<file path="src/rtl/s1_pkg.sv">
// Shared types for the player input front end: button FSM encoding,
// timer operating mode and a one-hot test used to reject multi-button presses.
package s1_pkg;

    typedef enum logic [1:0] {
        OCIOSO       = 2'd0,
        FILTRANDO    = 2'd1,
        ACEITO       = 2'd2,
        ESPERA_SOLTA = 2'd3
    } estado_botao_t;

    typedef enum logic {
        MODO_SATURA  = 1'b0,
        MODO_CICLICO = 1'b1
    } modo_t;

    function automatic logic is_one_hot(input logic [31:0] v);
        return (v != 32'd0) && ((v & (v - 32'd1)) == 32'd0);
    endfunction

endpackage

</file>
<file path="src/rtl/s1_temporizador.sv">
// Clearable up-counter modulo MODULO; saturates at MODULO-1 (level fim)
// or wraps to 0 (fim pulses on the wrapping cycle), selected by MODE.
module s1_temporizador
    import s1_pkg::*;
#(
    parameter int    MODULO = 8,
    parameter modo_t MODE   = MODO_SATURA
) (
    input  logic                        clock,
    input  logic                        reset_n,
    input  logic                        zera,
    input  logic                        conta,
    output logic [$clog2(MODULO)-1:0]   contagem,
    output logic                        fim
);

    localparam int           W      = $clog2(MODULO);
    localparam logic [W-1:0] ULTIMO = W'(MODULO - 1);

    logic [W-1:0] cont_q;
    logic [W-1:0] cont_d;
    logic         no_ultimo_s;

    assign no_ultimo_s = (cont_q == ULTIMO);
    assign contagem    = cont_q;

    // Next count: clear wins over count; the last value either holds or wraps.
    always_comb begin
        cont_d = cont_q;
        if (zera) begin
            cont_d = '0;
        end else if (conta) begin
            if (no_ultimo_s) begin
                cont_d = (MODE == MODO_CICLICO) ? '0 : cont_q;
            end else begin
                cont_d = cont_q + W'(1);
            end
        end else begin
            cont_d = cont_q;
        end
    end

    // End-of-count flag; in wrap mode it is qualified by the inputs of this cycle.
    always_comb begin
        fim = 1'b0;
        if (MODE == MODO_CICLICO) begin
            fim = conta & ~zera & no_ultimo_s;
        end else begin
            fim = no_ultimo_s;
        end
    end

    // Count register.
    always_ff @(posedge clock or negedge reset_n) begin
        if (!reset_n) begin
            cont_q <= '0;
        end else begin
            cont_q <= cont_d;
        end
    end

endmodule

</file>
<file path="src/rtl/s1_entrada_jogada.sv">
// Player front end: synchronizes and debounces the buttons, accepts single presses
// as a one-cycle jogada pulse, and hosts the play-timeout and LED-step timers.
module s1_entrada_jogada
    import s1_pkg::*;
#(
    parameter int N_BOTOES        = 4,
    parameter int DEBOUNCE_CYCLES = 4,
    parameter int TIMEOUT_CYCLES  = 5000,
    parameter int PERIODO_LEDS    = 1000
) (
    input  logic                clock,
    input  logic                reset_n,
    input  logic [N_BOTOES-1:0] botoes,
    input  logic                zeraT,
    input  logic                contaT,
    input  logic                zeraT2,
    input  logic                contaT2,
    output logic                jogada,
    output logic [N_BOTOES-1:0] codigo_jogada,
    output logic                timeout,
    output logic                muda_leds,
    output logic [1:0]          db_estado_botao
);

    localparam int            WD         = $clog2(DEBOUNCE_CYCLES);
    localparam logic [WD-1:0] DEB_ULTIMO = WD'(DEBOUNCE_CYCLES - 1);

    logic [N_BOTOES-1:0] sync1_q;
    logic [N_BOTOES-1:0] sinc_q;
    estado_botao_t       estado_q, estado_d;
    logic [N_BOTOES-1:0] cand_q, cand_d;
    logic [WD-1:0]       cont_deb_q, cont_deb_d;
    logic [N_BOTOES-1:0] codigo_q, codigo_d;

    logic [$clog2(TIMEOUT_CYCLES)-1:0] cont_t_unused_s;
    logic [$clog2(PERIODO_LEDS)-1:0]   cont_t2_unused_s;

    // Two-stage synchronizer for the asynchronous button pins.
    always_ff @(posedge clock or negedge reset_n) begin
        if (!reset_n) begin
            sync1_q <= '0;
            sinc_q  <= '0;
        end else begin
            sync1_q <= botoes;
            sinc_q  <= sync1_q;
        end
    end

    // Button FSM next state: debounce press, pulse once, then debounce full release.
    always_comb begin
        estado_d   = estado_q;
        cand_d     = cand_q;
        cont_deb_d = cont_deb_q;
        codigo_d   = codigo_q;
        case (estado_q)
            OCIOSO: begin
                if (sinc_q != '0) begin
                    cand_d     = sinc_q;
                    cont_deb_d = '0;
                    estado_d   = FILTRANDO;
                end else begin
                    estado_d = OCIOSO;
                end
            end
            FILTRANDO: begin
                if (sinc_q != cand_q) begin
                    estado_d = OCIOSO;
                end else if (cont_deb_q == DEB_ULTIMO) begin
                    cont_deb_d = '0;
                    if (is_one_hot(32'(cand_q))) begin
                        codigo_d = cand_q;
                        estado_d = ACEITO;
                    end else begin
                        estado_d = ESPERA_SOLTA;
                    end
                end else begin
                    cont_deb_d = cont_deb_q + WD'(1);
                end
            end
            ACEITO: begin
                cont_deb_d = '0;
                estado_d   = ESPERA_SOLTA;
            end
            ESPERA_SOLTA: begin
                if (sinc_q != '0) begin
                    cont_deb_d = '0;
                end else if (cont_deb_q == DEB_ULTIMO) begin
                    estado_d = OCIOSO;
                end else begin
                    cont_deb_d = cont_deb_q + WD'(1);
                end
            end
            default: begin
                estado_d   = OCIOSO;
                cont_deb_d = '0;
            end
        endcase
    end

    // Button FSM registers.
    always_ff @(posedge clock or negedge reset_n) begin
        if (!reset_n) begin
            estado_q   <= OCIOSO;
            cand_q     <= '0;
            cont_deb_q <= '0;
            codigo_q   <= '0;
        end else begin
            estado_q   <= estado_d;
            cand_q     <= cand_d;
            cont_deb_q <= cont_deb_d;
            codigo_q   <= codigo_d;
        end
    end

    assign jogada          = (estado_q == ACEITO);
    assign codigo_jogada   = codigo_q;
    assign db_estado_botao = estado_q;

    s1_temporizador #(
        .MODULO (TIMEOUT_CYCLES),
        .MODE   (MODO_SATURA)
    ) u_timer_t (
        .clock    (clock),
        .reset_n  (reset_n),
        .zera     (zeraT),
        .conta    (contaT),
        .contagem (cont_t_unused_s),
        .fim      (timeout)
    );

    s1_temporizador #(
        .MODULO (PERIODO_LEDS),
        .MODE   (MODO_CICLICO)
    ) u_timer_t2 (
        .clock    (clock),
        .reset_n  (reset_n),
        .zera     (zeraT2),
        .conta    (contaT2),
        .contagem (cont_t2_unused_s),
        .fim      (muda_leds)
    );

endmodule

</file>
<file path="config.mk">
export PLATFORM = sky130hd
export DESIGN_NAME = s1_entrada_jogada
export DESIGN_NICKNAME = d
export VERILOG_FILES = /design/src/rtl/s1_pkg.sv /design/src/rtl/s1_temporizador.sv /design/src/rtl/s1_entrada_jogada.sv
export SDC_FILE = /design/constraint.sdc
export NUM_CORES = 1
export LEC_CHECK = 0
export BUFFER_PORTS_ARGS = -buffer_cell sky130_fd_sc_hd__clkbuf_2
export CORE_ASPECT_RATIO = 0.6
export CORE_MARGIN = 2
export CORE_UTILIZATION = 50
export DETAILED_ROUTE_END_ITERATION = 8
export PLACE_DENSITY_LB_ADDON = 0.25
export SLEW_MARGIN = 30
export SYNTH_ARGS = -nofsm -noshare
export SYNTH_HDL_FRONTEND = slang
export SYNTH_SLANG_ARGS = --single-unit
</file>
<file path="constraint.sdc">
create_clock -name clock -period 3.2 [get_ports clock]
set_clock_uncertainty 0.05 [all_clocks]
set_input_delay 0.64 -clock clock [delete_from_list [all_inputs] [get_ports clock]]
set_output_delay 0.64 -clock clock [all_outputs]
set_load 0.01 [all_outputs]
</file>
==> metrics.txt <==
setup TNS 0 ns; Tot GR Track Use ~18%; Hold Fails Final Rpt 0; Synth area leaders dfrtp_1 52%, xor2_1 4.2%, o21ai_0 4.1%; CP Class reg -> out; hold path cells 0; Synth Area per Inst roughly 11 um^2; layout cells sized above 1 15.9%; number of synthesized register bits 43; die area around 4700 um^2; register area share after synthesis around 52%; worst reg2reg path depth 4; Final Setup Violations 0; Worst Path Required ~2.5 ns; number of global-route vias before repair 1312; DRC errors left 0; Detail Route Antenna Nets 0; die height between 50 and 60 um; YS warnings 0; RSZ-0062 raised after global routing false; root buffer cell clkbuf_8; Power Density ~540 nW/um^2; Slew Viols, Final 0; predominant post-synthesis flop cell dfrtp_1; Wirelength per Cell 13.2 um; count leader, synth dfrtp_1; Non-Filler Instances between 200 and 300; Worst Path Max Fanout 4; DIE WIDTH ~87 um; Starting DRT DRC Count 44; Via Count around 1500; max cap viols 0; r2r endpoint codigo_jogada[1]$_DFFE_PN0P_; via density per instance around 5.4; Post-Syn Instances 197; Overflow after GRT 0; Max Clk Rate slightly above 0.4 GHz; fin crit period between 2 and 2.5 ns; Area growth, synth to finish 11.3%; Starting Density 51.1%; r2r startpoint cand_q[1]$_DFFE_PN0P_; status complete, no violations; clk buf depth 2; Hold EP sinc_q[3]$_DFF_PN0_; Yosys top cell area share 51.9%; worst skew pair latency around 0.3 ns; Final Cell Area approximately 2300 um^2; peak supply drop 0.000249 V; Hold Path Class reg -> reg; Row Count 18; Core Util, Final 56.9%; first-pass GRT wire length slightly above 6 mm; top post-synthesis cells by count 43 x dfrtp_1, 19 x nor2_1, 17 x o21ai_0, 16 x nand2_1; placed instance area 2220 um^2; Final Wtd Congestion 0.775; clk sinks 43; CP endpoint kind primary output; Core Box Area 4050 um^2; Initial DRT Pass Iterations 4; H-tree level count 2; drt total wl between 3 and 4 mm; Worst-Margin Slew ~0.6 ns; Lkg Pwr between 0.001 and 0.0015 uW; Gates resized, CTS repair 0; Setup Buffers After CTS 0; IO Port Bufs 18; CTS tree done; area leader, netlist dfrtp_1; Netlist Area Pre-Place just over 2000 um^2; flop-to-flop setup slack 1.19 ns; Placed Cells 262; hold path startpoint sync1_q[3]$_DFF_PN0_; total power after layout roughly 1300 uW; Hold Buf Count CTS 0; synthesized net count 210; clk slew on worst S/H paths 0.08 ns; DP Wirelength 2.44 mm; asr flop ratio synth 100%; Worst Setup Start Kind flip-flop; fin nets ~230; initial antenna violation count 0; Worst slew margin around three fifths; number of buffers created by CTS 5; synth unique cells roughly 40; number of synthesized flops with an enable pin 0; CP Data Arrival Time between 1.5 and 2 ns; # IOs 19; antenna diode count 0; largest net degree at the start of global routing 44; Final period util roughly three quarters
logic make-up after synthesis:
kind of cell	share of synthesized area [%]
adder cells (fa/ha/maj)	1.81
AND/OR/NAND/NOR	20.7
AO/OA/AOI/OAI	14.1
flip-flops	51.9
multiplexers	3.68
XOR/XNOR	6.34
buffers and inverters	1.45
final cells by class:
cell class / count / area, um^2
Fill cell: 363 / 1750
Sequential cell: 43 / 1080
Multi-Input combinational cell: 146 / 973
Timing Repair Buffer: 18 / 92.6
Clock buffer: 6 / 72.6
Tap cell: 50 / 62.6
Inverter: 5 / 18.8
Clock inverter: 2 / 12.5
report_power, final:
group	internal, uW	switching [uW]
sequential	591	77.9
combinational	115	130
clock	153	187
state kept, by name, summed over array words and instances, names as in the netlist, named ones only:
register and cells:
cand_q 4, codigo_jogada 4, cont_deb_q 2, db_estado_botao 1, sinc_q 4, sync1_q 4, u_timer_t.contagem 13, u_timer_t2.contagem 10
worst max path at each step:
stage | from | to | slack (ns) | cells past startpoint
floorplan | u_timer_t2.contagem[0]$_DFFE_PN0P_ | muda_leds | 1.24 | 4
global placement | u_timer_t2.contagem[0]$_DFFE_PN0P_ | muda_leds | 1.17 | 5
detailed placement | u_timer_t2.contagem[0]$_DFFE_PN0P_ | muda_leds | 1.12 | 5
CTS | u_timer_t2.contagem[0]$_DFFE_PN0P_ | muda_leds | 0.78 | 5
global route | u_timer_t2.contagem[0]$_DFFE_PN0P_ | muda_leds | 0.61 | 5
finish | u_timer_t2.contagem[0]$_DFFE_PN0P_ | muda_leds | 0.78 | 5
critical path, cell delays in order (launching register included):
cell and delay (ns):
dfrtp_1 0.38, ha_1 0.19, nor4bb_1 0.29, and2_1 0.22, nor3b_1 0.19, clkbuf_2 0.16
routing by layer:
layer,vias to the layer above,track usage [%],wire [um]
li1,754,-,-
met1,682,25.1,2010
met2,20,24.9,1390
met3,5,5.06,115
met4,0,7.69,53
met5,-,0,0
cells in the final DEF, fill, tap and decap left out, drive strengths merged, types with 5 or more instances in the layout:
cell type / synthesis / routed
clkbuf: 3 / 24
and3: 6 / 6
xnor2: 5 / 5
nand2: 16 / 16
mux2: 5 / 5
dfrtp: 43 / 43
a22o: 5 / 5
nor2: 19 / 19
a21oi: 10 / 10
nand3: 9 / 9
inv: 5 / 5
or3: 6 / 6
o21ai: 18 / 18
xor2: 10 / 10
metrics by stage:
stage          hold slack (ns)  setup slack [ns]
2_1_floorplan            0.281              1.24
3_3_place_gp             0.282              1.17
3_5_place_dp             0.286              1.12
4_1_cts                  0.305             0.780
5_1_grt                  0.307             0.606
6_report                 0.302             0.778
Note: power is estimated with default switching activity, not from simulation.
